$ cat src/rtl/reg_bank_pkg.sv
// Shared definitions for the register-bank write arbiter.
//   - default WIDTH / DEPTH / N_REQ values
//   - STALL_CNT_W: width of the saturating stall counter
//   - popcount() and rotl() helpers used by the round-robin scan
// The helpers work on a fixed MAX_REQ-bit vector so one function serves
// every requester count up to MAX_REQ; unused upper bits are zero.
package reg_bank_pkg;

    localparam int DEF_WIDTH   = 32;
    localparam int DEF_DEPTH   = 8;
    localparam int DEF_N_REQ   = 4;
    localparam int STALL_CNT_W = 16;

    localparam int MAX_REQ = 32;
    localparam int IDX_W   = $clog2(MAX_REQ);
    localparam int PC_W    = $clog2(MAX_REQ + 1);

    // Number of set bits in v.
    function automatic logic [PC_W-1:0] popcount(input logic [MAX_REQ-1:0] v);
        logic [PC_W-1:0] cnt;
        cnt = '0;
        for (int i = 0; i < MAX_REQ; i++) begin
            cnt = cnt + PC_W'(v[i]);
        end
        return cnt;
    endfunction

    // Rotate the low w bits of v left by n (n may equal w, meaning no
    // rotation). Bits at or above w are returned as zero.
    function automatic logic [MAX_REQ-1:0] rotl(input logic [MAX_REQ-1:0] v,
                                                input int unsigned      n,
                                                input int unsigned      w);
        logic [MAX_REQ-1:0] r;
        int unsigned        s;
        logic [31:0]        idx;
        r = '0;
        s = (n >= w) ? n - w : n;
        for (int unsigned i = 0; i < MAX_REQ; i++) begin
            if (i < w) begin
                idx = i + s;
                if (idx >= w) begin
                    idx = idx - w;
                end
                r[idx[IDX_W-1:0]] = v[i];
            end
        end
        return r;
    endfunction

endpackage

$ cat src/rtl/register.sv
// Basic storage cell: a WIDTH-bit register with synchronous active-high
// reset and no enable. Holding a value is done by feeding o_data_out back
// into i_data_in outside the cell.
//   i_clk       clock, rising edge
//   i_rst       synchronous reset, clears the stored value
//   i_data_in   next value
//   o_data_out  stored value
module register #(
    parameter int WIDTH = 32
) (
    input  logic             i_clk,
    input  logic             i_rst,
    input  logic [WIDTH-1:0] i_data_in,
    output logic [WIDTH-1:0] o_data_out
);

    // NOTE: sequential state is assigned with <= so every flop samples
    // values from before the edge, independent of process ordering.
    always_ff @(posedge i_clk) begin
        if (i_rst) begin
            o_data_out <= '0;
        end else begin
            o_data_out <= i_data_in;
        end
    end

endmodule

$ cat src/rtl/rr_arbiter.sv
// Round-robin arbiter. The scan starts at rr_ptr and wraps modulo N_REQ;
// the first requester found wins and rr_ptr moves just past it.
//   i_clk      clock, rising edge
//   i_rst      synchronous reset; forces all grant outputs low
//   i_req      per-requester request
//   o_gnt      one-hot grant (zero when nothing requests)
//   o_gnt_id   index of the granted requester
//   o_gnt_vld  a grant is issued this cycle
module rr_arbiter
    import reg_bank_pkg::*;
#(
    parameter  int N_REQ = DEF_N_REQ,
    localparam int IDW   = $clog2(N_REQ)
) (
    input  logic             i_clk,
    input  logic             i_rst,
    input  logic [N_REQ-1:0] i_req,
    output logic [N_REQ-1:0] o_gnt,
    output logic [IDW-1:0]   o_gnt_id,
    output logic             o_gnt_vld
);

    logic [IDW-1:0]     rr_ptr_q, rr_ptr_d;
    logic [MAX_REQ-1:0] req_rot;
    logic               found;
    logic [IDW-1:0]     ofs;
    logic [IDW:0]       win_sum;
    logic [IDW:0]       nxt_sum;

    // Rotate so that the requester at rr_ptr sits at bit 0, then a plain
    // lowest-set-bit search gives the offset of the winner from rr_ptr.
    // NOTE: every variable written here gets a default first, so no path
    // leaves it unassigned and no latch is inferred.
    always_comb begin
        req_rot = rotl(MAX_REQ'(i_req), N_REQ - int'(rr_ptr_q), N_REQ);
        found   = 1'b0;
        ofs     = '0;
        for (int j = 0; j < MAX_REQ; j++) begin
            if (!found && req_rot[j]) begin
                found = 1'b1;
                ofs   = IDW'(j);
            end
        end

        win_sum = {1'b0, rr_ptr_q} + {1'b0, ofs};
        if (win_sum >= (IDW+1)'(N_REQ)) begin
            win_sum = win_sum - (IDW+1)'(N_REQ);
        end
        nxt_sum = win_sum + 1'b1;
        if (nxt_sum >= (IDW+1)'(N_REQ)) begin
            nxt_sum = '0;
        end

        o_gnt     = '0;
        o_gnt_id  = '0;
        o_gnt_vld = 1'b0;
        rr_ptr_d  = rr_ptr_q;
        // Grants are suppressed in a reset cycle so no write can commit.
        if (!i_rst && found) begin
            o_gnt_vld                = 1'b1;
            o_gnt_id                 = win_sum[IDW-1:0];
            o_gnt[win_sum[IDW-1:0]] = 1'b1;
            rr_ptr_d                 = nxt_sum[IDW-1:0];
        end
    end

    always_ff @(posedge i_clk) begin
        if (i_rst) begin
            rr_ptr_q <= '0;
        end else begin
            rr_ptr_q <= rr_ptr_d;
        end
    end

endmodule

$ cat src/rtl/reg_bank_arbiter.sv
// Shared bank of DEPTH registers written by N_REQ requesters through a
// round-robin valid/ack handshake (one write per cycle), with one
// registered read port and a saturating stall counter.
//   i_clk        clock, rising edge
//   i_rst        synchronous active-high reset
//   i_req        per-requester write request
//   i_addr       packed write addresses, requester k at [k*AW +: AW]
//   i_wdata      packed write data, requester k at [k*WIDTH +: WIDTH]
//   o_ack        one-hot grant; write of k commits when i_req[k] && o_ack[k]
//   o_gnt_id     index of granted requester (valid with o_gnt_vld)
//   o_gnt_vld    a grant is issued this cycle
//   i_rd_addr    read address
//   o_rd_data    registered read data (0 for out-of-range addresses)
//   o_stall_cnt  saturating count of requester-cycles lost to arbitration
module reg_bank_arbiter
    import reg_bank_pkg::*;
#(
    parameter  int WIDTH = DEF_WIDTH,
    parameter  int DEPTH = DEF_DEPTH,
    parameter  int N_REQ = DEF_N_REQ,
    localparam int AW    = $clog2(DEPTH),
    localparam int IDW   = $clog2(N_REQ)
) (
    input  logic                   i_clk,
    input  logic                   i_rst,
    input  logic [N_REQ-1:0]       i_req,
    input  logic [N_REQ*AW-1:0]    i_addr,
    input  logic [N_REQ*WIDTH-1:0] i_wdata,
    output logic [N_REQ-1:0]       o_ack,
    output logic [IDW-1:0]         o_gnt_id,
    output logic                   o_gnt_vld,
    input  logic [AW-1:0]          i_rd_addr,
    output logic [WIDTH-1:0]       o_rd_data,
    output logic [STALL_CNT_W-1:0] o_stall_cnt
);

    logic [AW-1:0]          wr_addr;
    logic [WIDTH-1:0]       wr_data;
    logic                   wr_en;
    logic [WIDTH-1:0]       bank_q [DEPTH];
    logic [WIDTH-1:0]       bank_d [DEPTH];
    logic [WIDTH-1:0]       rd_data_q, rd_data_d;
    logic [STALL_CNT_W-1:0] stall_q, stall_d;
    logic [PC_W-1:0]        lost;
    logic [STALL_CNT_W:0]   stall_sum;

    rr_arbiter #(
        .N_REQ (N_REQ)
    ) u_arb (
        .i_clk     (i_clk),
        .i_rst     (i_rst),
        .i_req     (i_req),
        .o_gnt     (o_ack),
        .o_gnt_id  (o_gnt_id),
        .o_gnt_vld (o_gnt_vld)
    );

    // One-hot select of the winning requester's address and data.
    always_comb begin
        wr_addr = '0;
        wr_data = '0;
        wr_en   = 1'b0;
        for (int k = 0; k < N_REQ; k++) begin
            if (i_req[k] && o_ack[k]) begin
                wr_en   = 1'b1;
                wr_addr = i_addr[k*AW +: AW];
                wr_data = i_wdata[k*WIDTH +: WIDTH];
            end
        end
    end

    // The cell has no enable: each register recirculates its own output
    // unless it is the decoded target. An address >= DEPTH matches no
    // cell, so such a write is acked but dropped.
    // NOTE: the bank is cleared by reset inside each cell, because the
    // datapath relies on reading zeros from never-written registers.
    for (genvar g = 0; g < DEPTH; g++) begin : g_bank
        assign bank_d[g] = (wr_en && (wr_addr == AW'(g))) ? wr_data : bank_q[g];

        register #(
            .WIDTH (WIDTH)
        ) u_reg (
            .i_clk      (i_clk),
            .i_rst      (i_rst),
            .i_data_in  (bank_d[g]),
            .o_data_out (bank_q[g])
        );
    end

    // Reads see the bank before this cycle's write lands.
    always_comb begin
        rd_data_d = '0;
        for (int a = 0; a < DEPTH; a++) begin
            if (i_rd_addr == AW'(a)) begin
                rd_data_d = bank_q[a];
            end
        end
    end

    // Every requesting port except the winner loses this cycle.
    always_comb begin
        lost      = popcount(MAX_REQ'(i_req)) - PC_W'(o_gnt_vld);
        stall_sum = (STALL_CNT_W+1)'(stall_q) + (STALL_CNT_W+1)'(lost);
        stall_d   = stall_sum[STALL_CNT_W] ? '1 : stall_sum[STALL_CNT_W-1:0];
    end

    always_ff @(posedge i_clk) begin
        if (i_rst) begin
            rd_data_q <= '0;
            stall_q   <= '0;
        end else begin
            rd_data_q <= rd_data_d;
            stall_q   <= stall_d;
        end
    end

    assign o_rd_data   = rd_data_q;
    assign o_stall_cnt = stall_q;

endmodule
$ cat config.mk
export PLATFORM = sky130hd
export DESIGN_NAME = reg_bank_arbiter
export DESIGN_NICKNAME = d
export VERILOG_FILES = /design/src/rtl/reg_bank_pkg.sv /design/src/rtl/register.sv /design/src/rtl/rr_arbiter.sv /design/src/rtl/reg_bank_arbiter.sv
export SDC_FILE = /design/constraint.sdc
export NUM_CORES = 1
export LEC_CHECK = 0
export ABC_AREA = 1
export CORE_UTILIZATION = 30
export DETAILED_ROUTE_END_ITERATION = 6
export PLACE_DENSITY_LB_ADDON = 0.15
export SLEW_MARGIN = 0
export SYNTH_ARGS = -nofsm -noshare
export SYNTH_HDL_FRONTEND = slang
export SYNTH_HIERARCHICAL = 1
export SYNTH_SLANG_ARGS = --single-unit
$ cat constraint.sdc
create_clock -name i_clk -period 13.15 [get_ports i_clk]
set_input_delay 1.9725 -clock i_clk [delete_from_list [all_inputs] [get_ports i_clk]]
set_output_delay 1.9725 -clock i_clk [all_outputs]
set_load 0.01 [all_outputs]
==> run metrics, run 1 <==
critical path peak fanout 76; slowest CP cell nand2_1; via count 17130; post-synth net total 2961; Post-Route WL 60400 microns; Final Hold Viols 0; total track usage 0.2094; RSZ-0062 raised after global routing no; area leader, netlist dfxtp_1; Post-Syn Area 17140 sq um; cell family with most CP delay simple AND/OR/NAND/NOR gates; post-cts gate resize count 0; Worst-Margin Slew 1.089 ns; Net Switching 2.219 mW; Antenna Nets Post-Route 0; largest net degree at the start of global routing 90; routed len/inst 16.44 microns; worst path arrival time 9.26 ns; CP endpoint kind flip-flop; Leakage 9.274 nW; initial antenna violation count 0; hold_ws 0.4902 ns; Mapped Cells 2785; Max-Cap Viols 0; Hold WC Path Type flip-flop to flip-flop; Worst Path Buf+Inv 7; clock share of power 0.236; Worst setup SP type input port; top cells by area, synth dfxtp_1 (36%), nand2_1 (19%), nor2_1 (9.9%); die height 241.0 microns; Clock Pin Slew Worst Setup and Hold Paths 0.06 ns; vias in the first global route 16560; part of the power in registers 0.252; design area 20700 sq um; H-tree level count 2; clock buffer depth 3; DRT iter0 DRCs 1105; grt total ovfl 0; Final WS setup 4.309 ns; placed inst area 19470 sq um; n_diodes 0; Sw Share 0.5006; Post-CTS Setup Bufs 0; combinational power share 0.512; outcome completed; Core Box Area 56390 sq um; Avg Cell Area, Syn 6.153 sq um; layout cells sized above 1 0.05790; yosys warns 6; global-route wire length before repair 94770 microns; kind of critical path input port to flip-flop; DR vias/cell 4.662; CTS tree yes; Die Wd 241.0 microns; setup TNS 0 ns; number of buffers inserted by port buffering 203; fmax 113.1 MHz; sequential area share after synthesis 0.3575; Worst slew margin 0.2725; CTS root buffer clkbuf_16; Finish-stage setup viols 0; synthesized flop and latch total 306; Placer Congestion 0.8442; Layout area overhead 20.79%; Final #Nets 3070; Final period util 0.6723; clock sinks 306; clk_lat worst skew 0.56 ns; Netlist cell types 36; Initial Util 0.3039; max-slew violations 0; worst vdd rail ir drop 0.0002242 V; dpl hpwl 39140 microns; drt pass-1 iters 6; Place WS 3.782 ns; Worst path max stage delay 1.04 ns; CTS Buf Count 39; cell mode on critical path nand2_1; I/O pin count 204; Post-CTS Hold Buffers 0; DRC Markers 0; die area 58080 sq um; Final min period 8.841 ns; Worst Path Required 13.57 ns; Clock Skews 0.01201 ns; power density over the cells 214.2 nW/um^2; Yosys top cell area share 0.3575; # rows 87; internal power 2.214 mW
==> sequential cells by signal, summed over array words and instances (netlist names) <==
register,count
o_stall_cnt,16
o_rd_data,32
u_arb/rr_ptr_q,2
g_bank.u_reg/o_data_out,256
==> path summary, 6_finish.rpt <==
| check | end | depth (start not counted) | start | slack [ns] |
|---|---|---|---|---|
| worst max-delay path | g_bank[5].u_reg/o_data_out[22] | 30 | i_req[0] | 4.31 |
| worst max register to register | g_bank[5].u_reg/o_data_out[22] | 30 | u_arb/rr_ptr_q[0] | 5.45 |
| worst min register to register | o_rd_data[24] | 2 | g_bank[7].u_reg/o_data_out[24] | 0.49 |
| worst min-delay path | o_rd_data[24] | 2 | g_bank[7].u_reg/o_data_out[24] | 0.49 |
==> area by class of cell <==
class                      count  area [sq um]
clock buffer                  58          1180
clock inverter                 8         51.30
fill                        6145         35690
inverter                     399          1498
multi-input combinational   1919          8665
sequential                   306          6126
tap                          756         945.9
timing repair buffer         229          2232
==> power groups by stage <==
| stage | Sequential (mW) | Clock, mW | Combinational, mW |
|---|---|---|---|
| final | 1.12 | 1.05 | 2.27 |
| after global routing | 1.13 | 1.12 | 2.49 |
| after CTS | 1.11 | 1.08 | 2.29 |
| after detailed placement | 1.13 | 0 | 2.28 |
| after global placement | 1.13 | 0 | 2.26 |
| after floorplan | 1.12 | 0 | 1.49 |
==> metal layers <==
layer  wire (microns)  global-route usage  vias up
li1                 -                   -     8742
met4             1218             0.05696        0
met5                0                   0        -
met1            26270              0.2607     7973
met2            30600              0.3740      352
met3             2311             0.02917       65
==> placed cells by master (no fill, tap or decap) <==
| cell | instances |
|---|---|
| a21boi_0 | 2 |
| a21oi_1 | 56 |
| a21oi_2 | 33 |
| a21oi_4 | 1 |
| a31oi_1 | 2 |
| buf_4 | 26 |
| buf_8 | 1 |
| clkbuf_1 | 8 |
| clkbuf_16 | 41 |
| clkbuf_8 | 9 |
| clkdlybuf4s50_1 | 202 |
| clkinv_2 | 4 |
| clkinvlp_4 | 3 |
| dfxtp_1 | 306 |
| fa_1 | 3 |
| ha_1 | 24 |
| inv_1 | 385 |
| inv_2 | 14 |
| inv_6 | 1 |
| nand2_1 | 856 |
| nand2_2 | 11 |
| nand2_4 | 2 |
| nand3_1 | 286 |
| nand3_2 | 5 |
| nand3b_1 | 3 |
| nand4_1 | 49 |
| nand4_2 | 1 |
| nor2_1 | 450 |
| nor2_2 | 3 |
| nor2_4 | 7 |
| nor3_1 | 1 |
| nor3_2 | 4 |
| nor3_4 | 1 |
| nor3b_1 | 1 |
| o211ai_1 | 32 |
| o21ai_0 | 72 |
| o21ai_1 | 4 |
| o21ai_2 | 2 |
| xnor2_1 | 4 |
| xor2_1 | 4 |
==> per-stage QoR <==
step           std cells    util  total power, mW
3_3_place_gp        3609  0.3452            3.393
5_1_grt             3675  0.3671            4.740
2_1_floorplan       2785       -            2.614
4_1_cts             3675  0.3671            4.490
3_5_place_dp        3609  0.3452            3.416
6_report            3675  0.3671            4.433
==> worst register-to-register path: cells and delay by family, from the launching register on <==
kind	cells	cell delay (ns)
buf+inv	7	1.34
simple gates	13	3.52
xor+xnor	1	0.19
flops	1	0.54
fa+ha+maj	3	0.63
compound gates	6	1.33
==> cells in the mapped netlist <==
| cell type | n |
|---|---|
| nand2_1 | 858 |
| nor2_1 | 451 |
| inv_1 | 385 |
| dfxtp_1 | 306 |
| nand3_1 | 287 |
| o21ai_0 | 72 |
| clkbuf_1 | 70 |
| a21oi_1 | 56 |
| buf_2 | 51 |
| nand4_1 | 49 |
| a21oi_2 | 33 |
| o211ai_1 | 32 |
| buf_6 | 25 |
| ha_1 | 24 |
| inv_2 | 14 |
| nand2_2 | 10 |
| buf_4 | 9 |
| buf_1 | 6 |
| nor2_2 | 5 |
| nand3_2 | 4 |
| nor2_4 | 4 |
| o21ai_1 | 4 |
| xnor2_1 | 4 |
| xor2_1 | 4 |
| fa_1 | 3 |
| nand3b_1 | 3 |
| nor3_1 | 3 |
| a21boi_0 | 2 |
| a31oi_1 | 2 |
| nor3_2 | 2 |
| o21ai_2 | 2 |
| a21oi_4 | 1 |
| nand2_4 | 1 |
| nand4_2 | 1 |
| nor3_4 | 1 |
| nor3b_1 | 1 |
==> kinds of logic (layout without fill, tap and decap cells) <==
kind of cell / after synthesis / after routing / share of synthesized area
simple gates: 1680 / 1680 / 0.4050
buf+inv: 560 / 694 / 0.1393
fa+ha+maj: 27 / 27 / 0.02103
xor+xnor: 8 / 8 / 0.004089
flops: 306 / 306 / 0.3575
compound gates: 204 / 204 / 0.07302
(Power assumes the default switching activity.)
==> run 2, diff against run 1 <==
==> constraint.sdc (replaced) <==
create_clock -name i_clk -period 8.7 [get_ports i_clk]
set_input_delay 1.305 -clock i_clk [delete_from_list [all_inputs] [get_ports i_clk]]
set_output_delay 1.305 -clock i_clk [all_outputs]
set_load 0.01 [all_outputs]
==> run 2 against run 1 <==
Compared with the run above: clock skew grew 0.0013 ns; sequential share of layout area is essentially flat; cell area rose by 0.17%; total power up 51%; non-clock buffer count increased by 3; clock-buffer cell count decreased by 3; critical endpoint is now g_bank[0].u_reg/o_data_out[3]; largest cell class unchanged.
==> run metrics, run 2 (synthesis results as in run 1) <==
outcome completed (unchanged); I/O pin count 204 (unchanged); internal power 3.375 mW (was 2.214 mW); setup TNS 0 ns (unchanged); vias in the first global route 16580 (was 16560); Sw Share 0.4972 (was 0.5006); Leakage 9.304 nW (was 9.274 nW); Placed Instances 3612 (was 3609); Final WS setup 1.980 ns (was 4.309 ns); CTS root buffer clkbuf_16 (unchanged); Worst-Margin Slew 1.305 ns (was 1.089 ns); Finish-stage setup viols 0 (unchanged); clock buffer depth 3 (unchanged); cell family with most CP delay simple AND/OR/NAND/NOR gates (unchanged); Crit path depth 32 (was 30); fmax 148.8 MHz; Worst path max stage delay 0.61 ns (was 1.04 ns); Place WS 1.385 ns (was 3.782 ns); Clock Skews 0.01328 ns (was 0.01201 ns); Net Switching 3.338 mW (was 2.219 mW); CTS Buf Count 38 (was 39); commonest non-fill, non-tap cell in the layout nand2_1 (unchanged); Max Used Layer met4 (unchanged); CTS tree yes (unchanged); worst vdd rail ir drop 0.0002353 V (was 0.0002242 V); die area 58080 sq um (unchanged); post-cts gate resize count 0 (unchanged); Final min period 6.720 ns; grt total ovfl 0 (unchanged); Hold Crit Depth 2 (unchanged); Antenna Nets Post-Route 0 (unchanged); critical path peak fanout 50 (was 76); clock sinks 306 (unchanged); Worst Path Required 9.16 ns (was 13.57 ns); R2R depth 36 (was 30); H-tree level count 2 (unchanged); DRT iter0 DRCs 1189 (was 1105); dpl hpwl 38190 microns (was 39140 microns); Initial Util 0.3039 (unchanged); Layout area overhead 20.99% (was 20.79%); number of buffers inserted by port buffering 203 (unchanged); max-slew violations 0 (unchanged); multi-input logic area 8655 sq um (was 8665 sq um); Worst setup SP type input port (unchanged); global-route wire length before repair 92600 microns (was 94770 microns); DRC Markers 0 (unchanged); initial antenna violation count 0 (unchanged); flip-flop count of the largest register after layout 256 (unchanged); Die Wd 241.0 microns (unchanged); most frequent cells in the layout nand2_1 (858), nor2_1 (450), inv_1 (385) (was nand2_1 (856), nor2_1 (450), inv_1 (385)); Final #Nets 3072 (was 3070); Max-Cap Viols 0 (unchanged); combinational power share 0.511 (was 0.512); Placer Congestion 0.8737 (was 0.8442); largest net degree at the start of global routing 143 (was 90); clock share of power 0.238 (was 0.236); Core Box Area 56390 sq um (unchanged); Final period util 0.7725; Clock Pin Slew Worst Setup and Hold Paths 0.06 ns (about the same); # rows 87 (unchanged); part of the power in registers 0.250 (was 0.252); n_diodes 0 (unchanged); fill count 6138 (was 6145); routed len/inst 15.92 microns (was 16.44 microns); layout cells sized above 1 0.05818 (was 0.05790); worst path arrival time 7.18 ns (was 9.26 ns); die height 241.0 microns (unchanged); total track usage 0.2026 (was 0.2094); slowest CP cell nand2_2 (was nand2_1); Hold WC Path Type flip-flop to flip-flop (unchanged); Worst slew margin 0.1280 (was 0.2725); drt pass-1 iters 7 (was 6); R2R setup slack 2.22 ns (was 5.45 ns); Worst Path Buf+Inv 7 (unchanged); clk_lat worst skew 0.54 ns (was 0.56 ns); kind of critical path input port to flip-flop (unchanged); routed wl met2 28520 microns (was 30600 microns); met1 WL 25690 microns (was 26270 microns); Register Area 6126 sq um (unchanged); DR vias/cell 4.676 (was 4.662); RSZ-0062 raised after global routing no (unchanged); CP endpoint kind flip-flop (unchanged); met3 WL 2514 microns (was 2311 microns); power density over the cells 323.8 nW/um^2 (was 214.2 nW/um^2); Layout Cells excl Fill 3678 (was 3675); via count 17200 (was 17130); Post-Route WL 58560 microns (was 60400 microns); Final Hold Viols 0 (unchanged); cell mode on critical path nand2_1 (unchanged); Post-CTS Setup Bufs 0 (unchanged); Biggest register g_bank.u_reg/o_data_out (unchanged); Post-CTS Hold Buffers 0 (unchanged)
==> run 2: cell types whose count changed in the layout (fill, tap and decap cells not counted), moves of 2 or more <==
cell        delta
buf_4          +2
bufinv_16      +2
clkbuf_16      -2
clkinv_2       +2
clkinvlp_4     -2
nand2_1        +2
nand2_2        -2
==> run 2: worst min-delay path, delay by kind of cell (launching register included) <==
kind	cells	cell delay, ns
flip-flops	1	0.31
AO/OA/AOI/OAI	1	0.08
AND/OR/NAND/NOR	1	0.06
==> run 2: final timing paths <==
| path | to | start |
|---|---|---|
| max reg2reg | g_bank[0].u_reg/o_data_out[3] | u_arb/rr_ptr_q[0] |
| min reg2reg | o_rd_data[24] | g_bank[7].u_reg/o_data_out[24] |
| max | g_bank[0].u_reg/o_data_out[3] | i_req[0] |
| min | o_rd_data[24] | g_bank[7].u_reg/o_data_out[24] |
==> run 2: per-layer routing <==
layer / global-route usage / up-vias
met5: 0 / -
met4: 0.07422 / 0
met3: 0.02471 / 107
met2: 0.3561 / 379
met1: 0.2520 / 7971
li1: - / 8743
==> run 2: through the flow <==
stage | util | cell area [sq um] | power (mW) | hold WS [ns]
after floorplan | - | 17140 | 3.952 | 0.4454
after global placement | 0.3457 | 19490 | 5.140 | 0.4965
after detailed placement | 0.3457 | 19490 | 5.149 | 0.4999
after CTS | 0.3677 | 20730 | 6.779 | 0.5136
after global routing | 0.3677 | 20730 | 7.196 | 0.5403
final | 0.3677 | 20730 | 6.713 | 0.5105
==> run 2: power by group through the flow <==
stage                     clock [mW]  combinational, mW  sequential [mW]
final                           1.60               3.43             1.68
after global routing            1.70               3.79             1.70
after CTS                       1.64               3.45             1.68
after detailed placement           0               3.44             1.71
after global placement             0               3.43             1.71
after floorplan                    0               2.25             1.70
==> run 2: area by class of cell <==
class	count	area share
Timing Repair Buffer	232	0.1094
Sequential cell	306	0.2955
Inverter	399	0.07224
Clock buffer	55	0.05431
Multi-Input combinational cell	1919	0.4174
Clock inverter	11	0.005552
Tap cell	756	0.04562
==> run 3, diff against run 2 <==
==> constraint.sdc (replaced) <==
create_clock -name i_clk -period 6.26 [get_ports i_clk]
set_input_delay 0.939 -clock i_clk [delete_from_list [all_inputs] [get_ports i_clk]]
set_output_delay 0.939 -clock i_clk [all_outputs]
set_load 0.01 [all_outputs]
==> run 3 against run 2 <==
Compared with the run above: non-clock buffer count is 17 higher; total power is 43% higher; utilization is 0.31 points higher; critical path depth is 2 higher; routed wire length is 3.5% higher; global-route usage is 0.79 points higher; combinational power is 48% higher; clock-buffer cell count is 3 higher; critical path type is now flip-flop to flip-flop; critical endpoint is now g_bank[1].u_reg/o_data_out[18].
==> run metrics, run 3 (synthesis results as in run 1) <==
outcome completed (unchanged); total track usage 0.2105 (was 0.2026); DRT iter0 DRCs 1093 (was 1189); most frequent cells in the layout nand2_1 (858), nor2_1 (450), inv_1 (385) (unchanged); RSZ-0062 raised after global routing no (unchanged); Worst-Margin Slew 1.082 ns (was 1.305 ns); clock sinks 306 (unchanged); Tot Pwr 9.583 mW (was 6.713 mW); drt pass-1 iters 5 (was 7); clock share of power 0.228 (was 0.238); layout cells sized above 1 0.06199 (was 0.05818); Worst Path Required 6.75 ns (was 9.16 ns); die area 58080 sq um (unchanged); R2R setup slack 0.68 ns (was 2.22 ns); part of the power in registers 0.244 (was 0.250); Clock Skews 0.01396 ns (was 0.01328 ns); CTS tree yes (unchanged); DRC Markers 0 (unchanged); clock buffer depth 3 (unchanged); H-tree level count 2 (unchanged); routed len/inst 16.41 microns (was 15.92 microns); Worst setup SP type flip-flop (was input port); die height 241.0 microns (unchanged); Biggest register g_bank.u_reg/o_data_out (unchanged); critical path peak fanout 31 (was 50); Final #Nets 3089 (was 3072); Antenna Nets Post-Route 0 (unchanged); Hold WC Path Type flip-flop to flip-flop (unchanged); cell mode on critical path inv_1 (was nand2_1); setup TNS 0 ns (unchanged); Final Hold Viols 0 (unchanged); Core Box Area 56390 sq um (unchanged); I/O pin count 204 (unchanged); RR Startpoint u_arb/rr_ptr_q[0] (unchanged); Final WS setup 0.6763 ns (was 1.980 ns); combinational power share 0.528 (was 0.511); Clock Pin Slew Worst Setup and Hold Paths 0.06 ns (about the same); post-cts gate resize count 0 (unchanged); Final min period 5.584 ns; Die Wd 241.0 microns (unchanged); global-route wire length before repair 94920 microns (was 92600 microns); Placer Congestion 0.8476 (was 0.8737); Final period util 0.8920; CTS root buffer clkbuf_16 (unchanged); largest net degree at the start of global routing 157 (was 143); commonest non-fill, non-tap cell in the layout nand2_1 (unchanged); fmax 179.1 MHz; Setup crit start u_arb/rr_ptr_q[0] (was i_req[0]); grt total ovfl 0 (unchanged); Post-Route WL 60600 microns (was 58560 microns); max-slew violations 0 (unchanged); clk_lat worst skew 0.56 ns (was 0.54 ns); kind of critical path flip-flop to flip-flop (was input port to flip-flop); number of buffers inserted by port buffering 203 (unchanged); Placed Instances 3629 (was 3612); worst path arrival time 6.07 ns (was 7.18 ns); initial antenna violation count 0 (unchanged); dpl hpwl 39740 microns (was 38190 microns); Layout area overhead 22.02% (was 20.99%); power density over the cells 458.3 nW/um^2 (was 323.8 nW/um^2); Worst path max stage delay 0.57 ns (was 0.61 ns); DR vias/cell 4.647 (was 4.676); internal power 4.842 mW (was 3.375 mW); n_diodes 0 (unchanged); Sw Share 0.4948 (was 0.4972); Max-Cap Viols 0 (unchanged); CP endpoint kind flip-flop (unchanged); Place WS 0.3526 ns (was 1.385 ns); Leakage 9.389 nW (was 9.304 nW); vias in the first global route 16740 (was 16580); Layout Cells excl Fill 3692 (was 3678); Initial Util 0.3039 (unchanged); # rows 87 (unchanged); via count 17160 (was 17200); Finish-stage setup viols 0 (unchanged); CTS Buf Count 38 (unchanged); slowest CP cell nor2_4 (was nand2_2); Net Switching 4.741 mW (was 3.338 mW); worst vdd rail ir drop 0.0004506 V (was 0.0002353 V); Post-CTS Setup Bufs 0 (unchanged); flip-flop count of the largest register after layout 256 (unchanged); Post-CTS Hold Buffers 0 (unchanged); Hold Crit Start g_bank[7].u_reg/o_data_out[24] (unchanged); Worst slew margin 0.2710 (was 0.1280)
-- run 3: cell count changes in the layout (fill, tap and decap cells not counted), moves of 2 or more --
cell,delta
buf_12,+6
buf_4,+11
clkbuf_1,+3
clkbuf_16,+2
clkbuf_8,-2
clkinv_2,-2
inv_6,-2
-- run 3: path summary, 6_finish.rpt --
path,to,depth (start not counted)
worst max-delay path,g_bank[1].u_reg/o_data_out[18],34
worst min-delay path,o_rd_data[24],2
worst max register to register,g_bank[1].u_reg/o_data_out[18],34
worst min register to register,o_rd_data[24],2
-- run 3: critical path: cells and delay by family (launching register included) --
kind            cells  cell delay [ns]
flops               1             0.55
fa+ha+maj           3             0.69
simple gates       15             1.92
buf+inv            12             1.75
compound gates      3             0.39
xor+xnor            1             0.15
-- run 3: cell type report --
cell class	instances	area [sq um]
Inverter	399	1498
Multi-Input combinational cell	1919	8660
Fill cell	6151	35480
Timing Repair Buffer	249	2470
Tap cell	756	945.9
Sequential cell	306	6126
Clock inverter	5	50.05
Clock buffer	58	1160
-- run 3: power by group through the flow --
stage                     Clock [mW]  Combinational (mW)  Sequential, mW
after floorplan                    0                3.13            2.36
after global placement             0                5.07            2.38
after detailed placement           0                5.10            2.38
after CTS                       2.25                5.12            2.34
after global routing            2.33                5.55            2.37
final                           2.18                5.06            2.34
-- run 3: layer usage --
metal / up-vias / GRT usage / wire length (microns)
met5: - / 0 / 0
met4: 0 / 0.07787 / 1974
met3: 101 / 0.02722 / 2093
met2: 327 / 0.3715 / 29940
met1: 7957 / 0.2593 / 26590
li1: 8772 / - / -
-- run 3: stage by stage --
step                  util  hold WS, ns  area, sq um
CTS                 0.3708       0.4957        20910
global placement    0.3494       0.4891        19700
finish              0.3708       0.5020        20910
floorplan                -       0.4454        17140
global route        0.3708       0.5245        20910
detailed placement  0.3494       0.4798        19700
